## config.mk

```make
export PLATFORM = sky130hd
export DESIGN_NAME = mem_arbiter_flat
export DESIGN_NICKNAME = d
export VERILOG_FILES = /design/src/rtl/mem_arbiter_if.sv /design/src/rtl/mem_arbiter.sv /design/src/flat_wrapper.sv
export SDC_FILE = /design/constraint.sdc
export NUM_CORES = 1
export LEC_CHECK = 0
export CAP_MARGIN = 20
export CORE_AREA = 2 2 287 289
export DETAILED_ROUTE_END_ITERATION = 12
export DIE_AREA = 0 0 289 291
export GPL_TIMING_DRIVEN = 0
export SLEW_MARGIN = 25
export SYNTH_ARGS = -nofsm -noshare
export SYNTH_HDL_FRONTEND = slang
export SYNTH_SLANG_ARGS = --single-unit
```

## constraint.sdc

```tcl
create_clock -name CLK -period 1.9 [get_ports CLK]
set_input_delay 0.475 -clock CLK [delete_from_list [all_inputs] [get_ports CLK]]
set_output_delay 0.475 -clock CLK [all_outputs]
set_load 0.02 [all_outputs]
```

## src/rtl/mem_arbiter_if.sv

```systemverilog
// Shared-memory port bundle between the two caches, the arbiter and main memory.
// The arbiter uses the slave view; the environment (caches + memory) uses master.
interface mem_arbiter_if #(
   parameter int ADDR_WIDTH  = 28,
   parameter int BLOCK_WIDTH = 128
);
   logic                   I_READ;
   logic [ADDR_WIDTH-1:0]  I_ADDRESS;
   logic [BLOCK_WIDTH-1:0] I_READDATA;
   logic                   I_BUSYWAIT;

   logic                   D_READ;
   logic                   D_WRITE;
   logic [ADDR_WIDTH-1:0]  D_ADDRESS;
   logic [BLOCK_WIDTH-1:0] D_WRITEDATA;
   logic [BLOCK_WIDTH-1:0] D_READDATA;
   logic                   D_BUSYWAIT;

   logic                   MEM_READ;
   logic                   MEM_WRITE;
   logic [ADDR_WIDTH-1:0]  MEM_ADDRESS;
   logic [BLOCK_WIDTH-1:0] MEM_WRITEDATA;
   logic [BLOCK_WIDTH-1:0] MEM_READDATA;
   logic                   MEM_BUSYWAIT;

   modport slave (
      input  I_READ, I_ADDRESS, D_READ, D_WRITE, D_ADDRESS, D_WRITEDATA,
             MEM_READDATA, MEM_BUSYWAIT,
      output I_READDATA, I_BUSYWAIT, D_READDATA, D_BUSYWAIT,
             MEM_READ, MEM_WRITE, MEM_ADDRESS, MEM_WRITEDATA
   );

   modport master (
      output I_READ, I_ADDRESS, D_READ, D_WRITE, D_ADDRESS, D_WRITEDATA,
             MEM_READDATA, MEM_BUSYWAIT,
      input  I_READDATA, I_BUSYWAIT, D_READDATA, D_BUSYWAIT,
             MEM_READ, MEM_WRITE, MEM_ADDRESS, MEM_WRITEDATA
   );
endinterface

```

## src/rtl/mem_arbiter.sv

```systemverilog
// Round-robin arbiter sharing one main-memory block port between I-cache and D-cache.
// IDLE -> ACCESS (>= 2 cycles) -> RELEASE (1 cycle, requester's BUSYWAIT low) -> IDLE.
module mem_arbiter #(
   parameter int ADDR_WIDTH  = 28,
   parameter int BLOCK_WIDTH = 128
) (
   input  logic          CLK,
   input  logic          RESET,
   mem_arbiter_if.slave  bus
);
   typedef enum logic [1:0] {IDLE, ACCESS, RELEASE} state_t;
   typedef enum logic {GNT_I, GNT_D} grant_t;

   state_t                 state_q;
   grant_t                 grant_q;
   grant_t                 last_grant_q;
   logic                   first_q;
   logic                   mem_read_q;
   logic                   mem_write_q;
   logic [ADDR_WIDTH-1:0]  mem_addr_q;
   logic [BLOCK_WIDTH-1:0] mem_wdata_q;
   logic [BLOCK_WIDTH-1:0] i_rdata_q;
   logic [BLOCK_WIDTH-1:0] d_rdata_q;

   logic i_req;
   logic d_req;
   logic pick_d;

   assign i_req  = bus.I_READ;
   assign d_req  = bus.D_READ | bus.D_WRITE;
   // D wins when alone, or on a conflict when I was served last.
   assign pick_d = d_req & (~i_req | (last_grant_q == GNT_I));

   always_ff @(posedge CLK) begin
      if (RESET) begin
         state_q      <= IDLE;
         grant_q      <= GNT_D;
         last_grant_q <= GNT_I;
         first_q      <= 1'b0;
         mem_read_q   <= 1'b0;
         mem_write_q  <= 1'b0;
         mem_addr_q   <= '0;
         mem_wdata_q  <= '0;
         i_rdata_q    <= '0;
         d_rdata_q    <= '0;
      end else begin
         case (state_q)
            IDLE: begin
               if (i_req | d_req) begin
                  state_q <= ACCESS;
                  first_q <= 1'b1;
                  if (pick_d) begin
                     grant_q      <= GNT_D;
                     last_grant_q <= GNT_D;
                     mem_addr_q   <= bus.D_ADDRESS;
                     if (bus.D_WRITE) begin
                        mem_write_q <= 1'b1;
                        mem_wdata_q <= bus.D_WRITEDATA;
                     end else begin
                        mem_read_q  <= 1'b1;
                     end
                  end else begin
                     grant_q      <= GNT_I;
                     last_grant_q <= GNT_I;
                     mem_addr_q   <= bus.I_ADDRESS;
                     mem_read_q   <= 1'b1;
                  end
               end
            end
            ACCESS: begin
               // Memory raises BUSYWAIT combinationally from our strobe, so the
               // first ACCESS cycle would see a stale value and is skipped.
               if (first_q) begin
                  first_q <= 1'b0;
               end else if (!bus.MEM_BUSYWAIT) begin
                  mem_read_q  <= 1'b0;
                  mem_write_q <= 1'b0;
                  state_q     <= RELEASE;
                  if (mem_read_q) begin
                     if (grant_q == GNT_D) d_rdata_q <= bus.MEM_READDATA;
                     else                  i_rdata_q <= bus.MEM_READDATA;
                  end
               end
            end
            RELEASE: state_q <= IDLE;
            default: state_q <= IDLE;
         endcase
      end
   end

   assign bus.MEM_READ      = mem_read_q;
   assign bus.MEM_WRITE     = mem_write_q;
   assign bus.MEM_ADDRESS   = mem_addr_q;
   assign bus.MEM_WRITEDATA = mem_wdata_q;
   assign bus.I_READDATA    = i_rdata_q;
   assign bus.D_READDATA    = d_rdata_q;
   assign bus.I_BUSYWAIT    = i_req & ~((state_q == RELEASE) & (grant_q == GNT_I));
   assign bus.D_BUSYWAIT    = d_req & ~((state_q == RELEASE) & (grant_q == GNT_D));
endmodule

```

## src/flat_wrapper.sv

```systemverilog
// flat-port wrapper written by rule: the top's interface ports become plain ports
module mem_arbiter_flat 
#(
   parameter int ADDR_WIDTH  = 28,
   parameter int BLOCK_WIDTH = 128
)
  (CLK, RESET, bus_I_READ, bus_I_ADDRESS, bus_D_READ, bus_D_WRITE, bus_D_ADDRESS, bus_D_WRITEDATA, bus_MEM_READDATA, bus_MEM_BUSYWAIT, bus_I_READDATA, bus_I_BUSYWAIT, bus_D_READDATA, bus_D_BUSYWAIT, bus_MEM_READ, bus_MEM_WRITE, bus_MEM_ADDRESS, bus_MEM_WRITEDATA);
  mem_arbiter_if #(.ADDR_WIDTH(ADDR_WIDTH), .BLOCK_WIDTH(BLOCK_WIDTH)) bus_i ();
  input  logic CLK;
  input  logic RESET;
  input wire logic [$bits(bus_i.I_READ)-1:0] bus_I_READ;
  input wire logic [$bits(bus_i.I_ADDRESS)-1:0] bus_I_ADDRESS;
  input wire logic [$bits(bus_i.D_READ)-1:0] bus_D_READ;
  input wire logic [$bits(bus_i.D_WRITE)-1:0] bus_D_WRITE;
  input wire logic [$bits(bus_i.D_ADDRESS)-1:0] bus_D_ADDRESS;
  input wire logic [$bits(bus_i.D_WRITEDATA)-1:0] bus_D_WRITEDATA;
  input wire logic [$bits(bus_i.MEM_READDATA)-1:0] bus_MEM_READDATA;
  input wire logic [$bits(bus_i.MEM_BUSYWAIT)-1:0] bus_MEM_BUSYWAIT;
  output wire logic [$bits(bus_i.I_READDATA)-1:0] bus_I_READDATA;
  output wire logic [$bits(bus_i.I_BUSYWAIT)-1:0] bus_I_BUSYWAIT;
  output wire logic [$bits(bus_i.D_READDATA)-1:0] bus_D_READDATA;
  output wire logic [$bits(bus_i.D_BUSYWAIT)-1:0] bus_D_BUSYWAIT;
  output wire logic [$bits(bus_i.MEM_READ)-1:0] bus_MEM_READ;
  output wire logic [$bits(bus_i.MEM_WRITE)-1:0] bus_MEM_WRITE;
  output wire logic [$bits(bus_i.MEM_ADDRESS)-1:0] bus_MEM_ADDRESS;
  output wire logic [$bits(bus_i.MEM_WRITEDATA)-1:0] bus_MEM_WRITEDATA;
  assign bus_i.I_READ = bus_I_READ;
  assign bus_i.I_ADDRESS = bus_I_ADDRESS;
  assign bus_i.D_READ = bus_D_READ;
  assign bus_i.D_WRITE = bus_D_WRITE;
  assign bus_i.D_ADDRESS = bus_D_ADDRESS;
  assign bus_i.D_WRITEDATA = bus_D_WRITEDATA;
  assign bus_i.MEM_READDATA = bus_MEM_READDATA;
  assign bus_i.MEM_BUSYWAIT = bus_MEM_BUSYWAIT;
  assign bus_I_READDATA = bus_i.I_READDATA;
  assign bus_I_BUSYWAIT = bus_i.I_BUSYWAIT;
  assign bus_D_READDATA = bus_i.D_READDATA;
  assign bus_D_BUSYWAIT = bus_i.D_BUSYWAIT;
  assign bus_MEM_READ = bus_i.MEM_READ;
  assign bus_MEM_WRITE = bus_i.MEM_WRITE;
  assign bus_MEM_ADDRESS = bus_i.MEM_ADDRESS;
  assign bus_MEM_WRITEDATA = bus_i.MEM_WRITEDATA;
  mem_arbiter #(.ADDR_WIDTH(ADDR_WIDTH), .BLOCK_WIDTH(BLOCK_WIDTH)) u_core (.CLK(CLK), .RESET(RESET), .bus(bus_i));
endmodule
```

# After elaboration in Yosys (flattened, before gate mapping)
# Index checks and enable logic that the tools add are counted.
# Widths: inputs -> output; s select.
[totals]
regBits = 419
inputBits = 318
elab_cells = 61
output_inout_bits = 416
[classes]
n_reduce_logical = 10
bitwise_logic = 15
eq_ne = 8
muxes = 18
[op_table]
columns = ["operator", "n"]
rows = [
  ["$mux 28", 1],
  ["$reduce_and 5->1", 3],
  ["$mux 1", 10],
  ["$not 1->1", 7],
  ["$mux 2", 3],
  ["$ne 2x2->1 const B", 3],
  ["$pmux 1 s2", 3],
  ["$reduce_and 6->1", 1],
  ["$and 1x1->1", 5],
  ["$ne 2x1->1 const B", 2],
  ["$pmux 2 s2", 1],
  ["$reduce_and 2->1", 2],
  ["$reduce_and 4->1", 1],
  ["$ne 3x3->1 const B", 1],
  ["$or 1x1->1", 3],
  ["$reduce_and 3->1", 1],
  ["$eq 2x1->1 const B", 1],
  ["$eq 2x2->1 const B", 1],
  ["$logic_not 2->1", 1],
  ["$reduce_bool 2->1", 1],
]

# Longest topological paths before layout
[depth]
ltp_word = 6
ltp_mapped = 7
ltp_nobuf = 3

# Least setup slack after synthesis
# OpenSTA, ideal clock, no wires.
[synth_path]
path_kind = "input port to flip-flop"
start = "in bus_I_READ"
end = "reg u_core.mem_addr_q[12], in the netlist u_core.bus.MEM_ADDRESS[12]"
path_buffers = 3
path_slack_ns = 0.281
path_stages = 6
arrival_time_ns = 1.486
cell_sequence = "buf_2 -> or3_1 -> buf_4 -> clkbuf_1 -> a21oi_1 -> a311oi_1"
[synth_between]
elab_chain_cells = 4
word_cells_on_any_way = 6
classes_between = "mux (1); bitwise (4); reduce/logical (1)"
[synth_rtl]
columns = ["item", "line", "source"]
rows = [
  ["start, declared", "flat_wrapper.sv:11", "input wire logic [$bits(bus_i.I_READ)-1:0] bus_I_READ;"],
  ["$not 1->1", "mem_arbiter.sv:32", "assign pick_d = d_req & (~i_req | (last_grant_q == GNT_I));"],
  ["$or 1x1->1", "mem_arbiter.sv:32", ""],
  ["$and 1x1->1", "mem_arbiter.sv:32", ""],
  ["$mux 28", "mem_arbiter.sv:52", "if (pick_d) begin"],
  ["end signal, assigned", "mem_arbiter.sv:55", "mem_addr_q <= bus.D_ADDRESS;"],
  ["end signal, assigned", "mem_arbiter.sv:65", "mem_addr_q <= bus.I_ADDRESS;"],
  ["end, declared", "mem_arbiter.sv:20", "logic [ADDR_WIDTH-1:0] mem_addr_q;"],
]
# Several ways; a longest one is shown, not always the timed one.
# A chain may end at the register's enable or synchronous reset.

# Worst setup path after layout
[layout_path]
start = "reg u_core.state_q[1]"
end = "out bus_I_BUSYWAIT"
[layout_between]
elab_chain_cells = 4
[layout_rtl]
columns = ["item", "line", "source"]
rows = [
  ["start, declared", "mem_arbiter.sv:14", "state_t state_q;"],
  ["start signal, assigned", "mem_arbiter.sv:36", "state_q <= IDLE;"],
  ["start signal, assigned", "mem_arbiter.sv:50", "state_q <= ACCESS;"],
  ["start signal, assigned", "mem_arbiter.sv:78", "state_q <= RELEASE;"],
  ["$eq 2x2->1", "mem_arbiter.sv:97", "assign bus.I_BUSYWAIT = i_req & ~((state_q == RELEASE) & (grant_q == GNT_I));"],
  ["$and 1x1->1", "mem_arbiter.sv:97", ""],
  ["$not 1->1", "mem_arbiter.sv:97", ""],
  ["$and 1x1->1", "mem_arbiter.sv:97", ""],
  ["end, declared", "flat_wrapper.sv:20", "output wire logic [$bits(bus_i.I_BUSYWAIT)-1:0] bus_I_BUSYWAIT;"],
]
# No other way between the ends.

==> flow_metrics.tcl <==
set metrics [dict create \
    die-area_um2 84100 \
    peakVddDrop_mv 0.664 \
    vias 15900 \
    crit_arrival_ns 1.44 \
    yosysUniqueCellTypes 36 \
    totalWireLength_um 76100 \
    cap_violations 0 \
    synth_edf_count 0 \
    min_path_cells 3 \
    synthCells 1749 \
    cts_sinks 419 \
    cts_tree "yes" \
    root_buffer "clkbuf_16" \
    critPathLaunchType "register" \
    row_count 105 \
    p_switching_w 0.00618 \
    final_cell_mix "dfxtp_1, dlygate4sd2_1, nand2b_1" \
    path_cells "inv_2 > o31a_1 > buf_6" \
    core_um2 81200 \
    setup_viol 1 \
    holdWs_ns 0.422 \
    top_usage_layer "met2" \
    synth-seq-area-share_pct 49.3 \
    cp-end-kind "output port" \
    grt_overflow_total 0 \
    pwr-share-seq_pct 40.7 \
    htreeDepth 2 \
    layout_min_cycle_time_ns 1.92 \
    drtAntennaViolNets 0 \
    ys_seq_elements 419 \
    slew_violations 0 \
    hp-class "input port to register" \
    nets 2856 \
    clk_latency_ns 0.60 \
    critPathKind "register to output port" \
    grt_pass1_vias 16300 \
    yosysWarnings 0 \
    tns_ns -0.0196 \
    final_common_cell "dfxtp_1" \
    violations "negative setup slack" \
    switching_share_pct 27.0 \
    rr_startpoint "u_core.state_q[1]$_SDFFE_PP0P_" \
    rsz0062_at_grt "yes" \
    finalCritPeriodShare_pct 101 \
    comb_power_share_pct 15.1 \
    critPathMaxFanout 5 \
    grt_util_met1_pct 19.2 \
    max_freq_mhz 521 \
    outcome "complete, but fails checks" \
    drt_iter0_markers 592 \
    critical_path.startpoint "u_core.state_q[1]$_SDFFE_PP0P_" \
    post_drt_via_cell_ratio 4.35 \
    slew_headroom_pct 38.7 \
    die_w_um 289 \
    synthesis.nets 2067 \
    power.density_nw_per_um2 845 \
    die_h_um 291 \
    wl_per_cell_um 20.8 \
    gp_congestion 0.889 \
    postSynth.asyncResetShare_pct 0 \
    clk_path_buf_depth 3 \
    utilization_pct 33.3 \
    synth-main-ff-cell "dfxtp_1" \
    use_met3_pct 4.80 \
    leakagePower_nw 12.1 \
    r2r_slack_ns 0.07 \
    cp-endpoint "bus_I_BUSYWAIT" \
    first_pass_iters 4 \
    grt_max_degree 14 \
    placement.io_buffers 731 \
    hold_violations 0 \
    gr-usage-all-layers_pct 17.3 \
    io_pins 734 \
    crit_required_ns 1.42 \
    syn_to_final_growth_pct 59.2 \
    drcViolationCount 0 \
    synth_area_um2 17000 \
    cpPeakStageDelay_ns 0.39 \
    timing.final.ws_setup_ns -0.0196 \
    slowest_stage "dfxtp_4" \
    worst_pin_slew_ns 0.920 \
    cts_made_buffers 50 \
    grt_pass1_wl_um 109000 \
    reg2reg_depth 7 \
    worstReg2RegEnd "u_core.bus.MEM_ADDRESS[3]$_SDFFE_PP0P_" \
    clk_pin_slew_ns 0.05 \
    met2_usage_pct 30.8 \
    avgSynthCellArea_um2 9.72 \
    start_util_pct 20.9 \
    p_int_w 0.0167 \
    clkPwrFrac_pct 44.2 \
    layout-drive-gt1-share_pct 7.64 \
    place_hpwl_um 59400 \
    antenna_found_initial 5 \
    skew_ns 0.0218 \
]
-- worst min path at each step --
stage                                           start                                endpoint  slack [ns]
5_1_grt                                    bus_I_READ        u_core.bus.MEM_READ$_SDFFE_PP0P_        0.42
6_report                                   bus_I_READ        u_core.bus.MEM_READ$_SDFFE_PP0P_        0.42
4_1_cts                                    bus_I_READ        u_core.bus.MEM_READ$_SDFFE_PP0P_        0.37
3_3_place_gp   u_core.bus.D_READDATA[85]$_SDFFE_PP0P_  u_core.bus.D_READDATA[85]$_SDFFE_PP0P_        0.46
2_1_floorplan             u_core.first_q$_SDFFE_PP0P_             u_core.first_q$_SDFFE_PP0P_        0.49
3_5_place_dp   u_core.bus.D_READDATA[10]$_SDFFE_PP0P_  u_core.bus.D_READDATA[10]$_SDFFE_PP0P_        0.46
-- cells in the mapped netlist, types with 3 or more instances --
cell	instances	area [µm²]
clkbuf_1	103	387
nor2_1	3	11.3
buf_12	13	260
mux2i_1	256	2560
nand2b_1	384	2400
nand3_1	128	641
nand2_1	59	221
buf_4	4	30.0
buf_2	33	165
a311oi_1	28	245
buf_6	4	45.0
a21oi_1	160	801
dfxtp_1	419	8390
o21ai_0	130	651
-- cells by family after synthesis --
group                  share of synthesized area, %
DFF                                            49.3
muxes                                          15.1
and+or+nand+nor                                19.7
AOI/OAI and AO/OA                              10.5
buffers and inverters                          5.37
-- sequential cells by signal (all words and copies together), names as in the netlist --
signal and flops:
u_core.bus.D_READDATA 128, u_core.bus.I_READDATA 128, u_core.bus.MEM_WRITEDATA 128, u_core.bus.MEM_ADDRESS 28, u_core.state_q 2, u_core.bus.MEM_READ 1, u_core.bus.MEM_WRITE 1, u_core.first_q 1
u_core.grant_q 1, u_core.last_grant_q 1
-- worst max-delay path: cells and delay by family (launching register included) --
kind | cells | cell delay, ns
AOI/OAI and AO/OA | 1 | 0.27
buffers and inverters | 2 | 0.21
DFF | 1 | 0.39
-- routing by layer --
layer,part of all wire [%],wire length [µm]
met1,39,29500
met2,49,37400
met3,8.3,6310
met4,3.9,2960
met5,0,0
-- repair_timing --
action,4_1_cts,5_1_grt
cloned,0,1
pin swaps,2,2
buffers inserted,5,1
endpoints found under the setup margin,626,312
resized for setup,481,53
hold buffers,0,0
-- power groups by stage --
stage | combinational (W) | sequential (W) | clock (W)
finish | 0.00345 | 0.00931 | 0.0101
global route | 0.00367 | 0.00934 | 0.0107
CTS | 0.00347 | 0.00930 | 0.0104
detailed placement | 0.00365 | 0.00950 | 0
global placement | 0.00366 | 0.00949 | 0
floorplan | 0.00123 | 0.00986 | 0
-- stage by stage --
stage	std cells	area (µm²)	setup slack, ns	power (W)
2_1_floorplan	1749	17000	0.281	0.0111
3_3_place_gp	3550	25700	-1.56	0.0131
3_5_place_dp	3551	25700	-1.16	0.0131
4_1_cts	3647	27000	-0.0516	0.0231
5_1_grt	3650	27100	-0.0848	0.0237
6_report	3651	27100	-0.0196	0.0229
-- area by class of cell --
type	instances	area, µm²
Fill cell	8577	54100
Clock buffer	72	1480
Timing Repair Buffer	739	6910
Tap cell	1070	1340
Antenna cell	3	7.51
Multi-Input combinational cell	1167	7730
Buffer	159	951
Sequential cell	419	8400
Inverter	2	7.51
Clock inverter	20	254
Note: power is estimated with default switching activity, not from simulation.
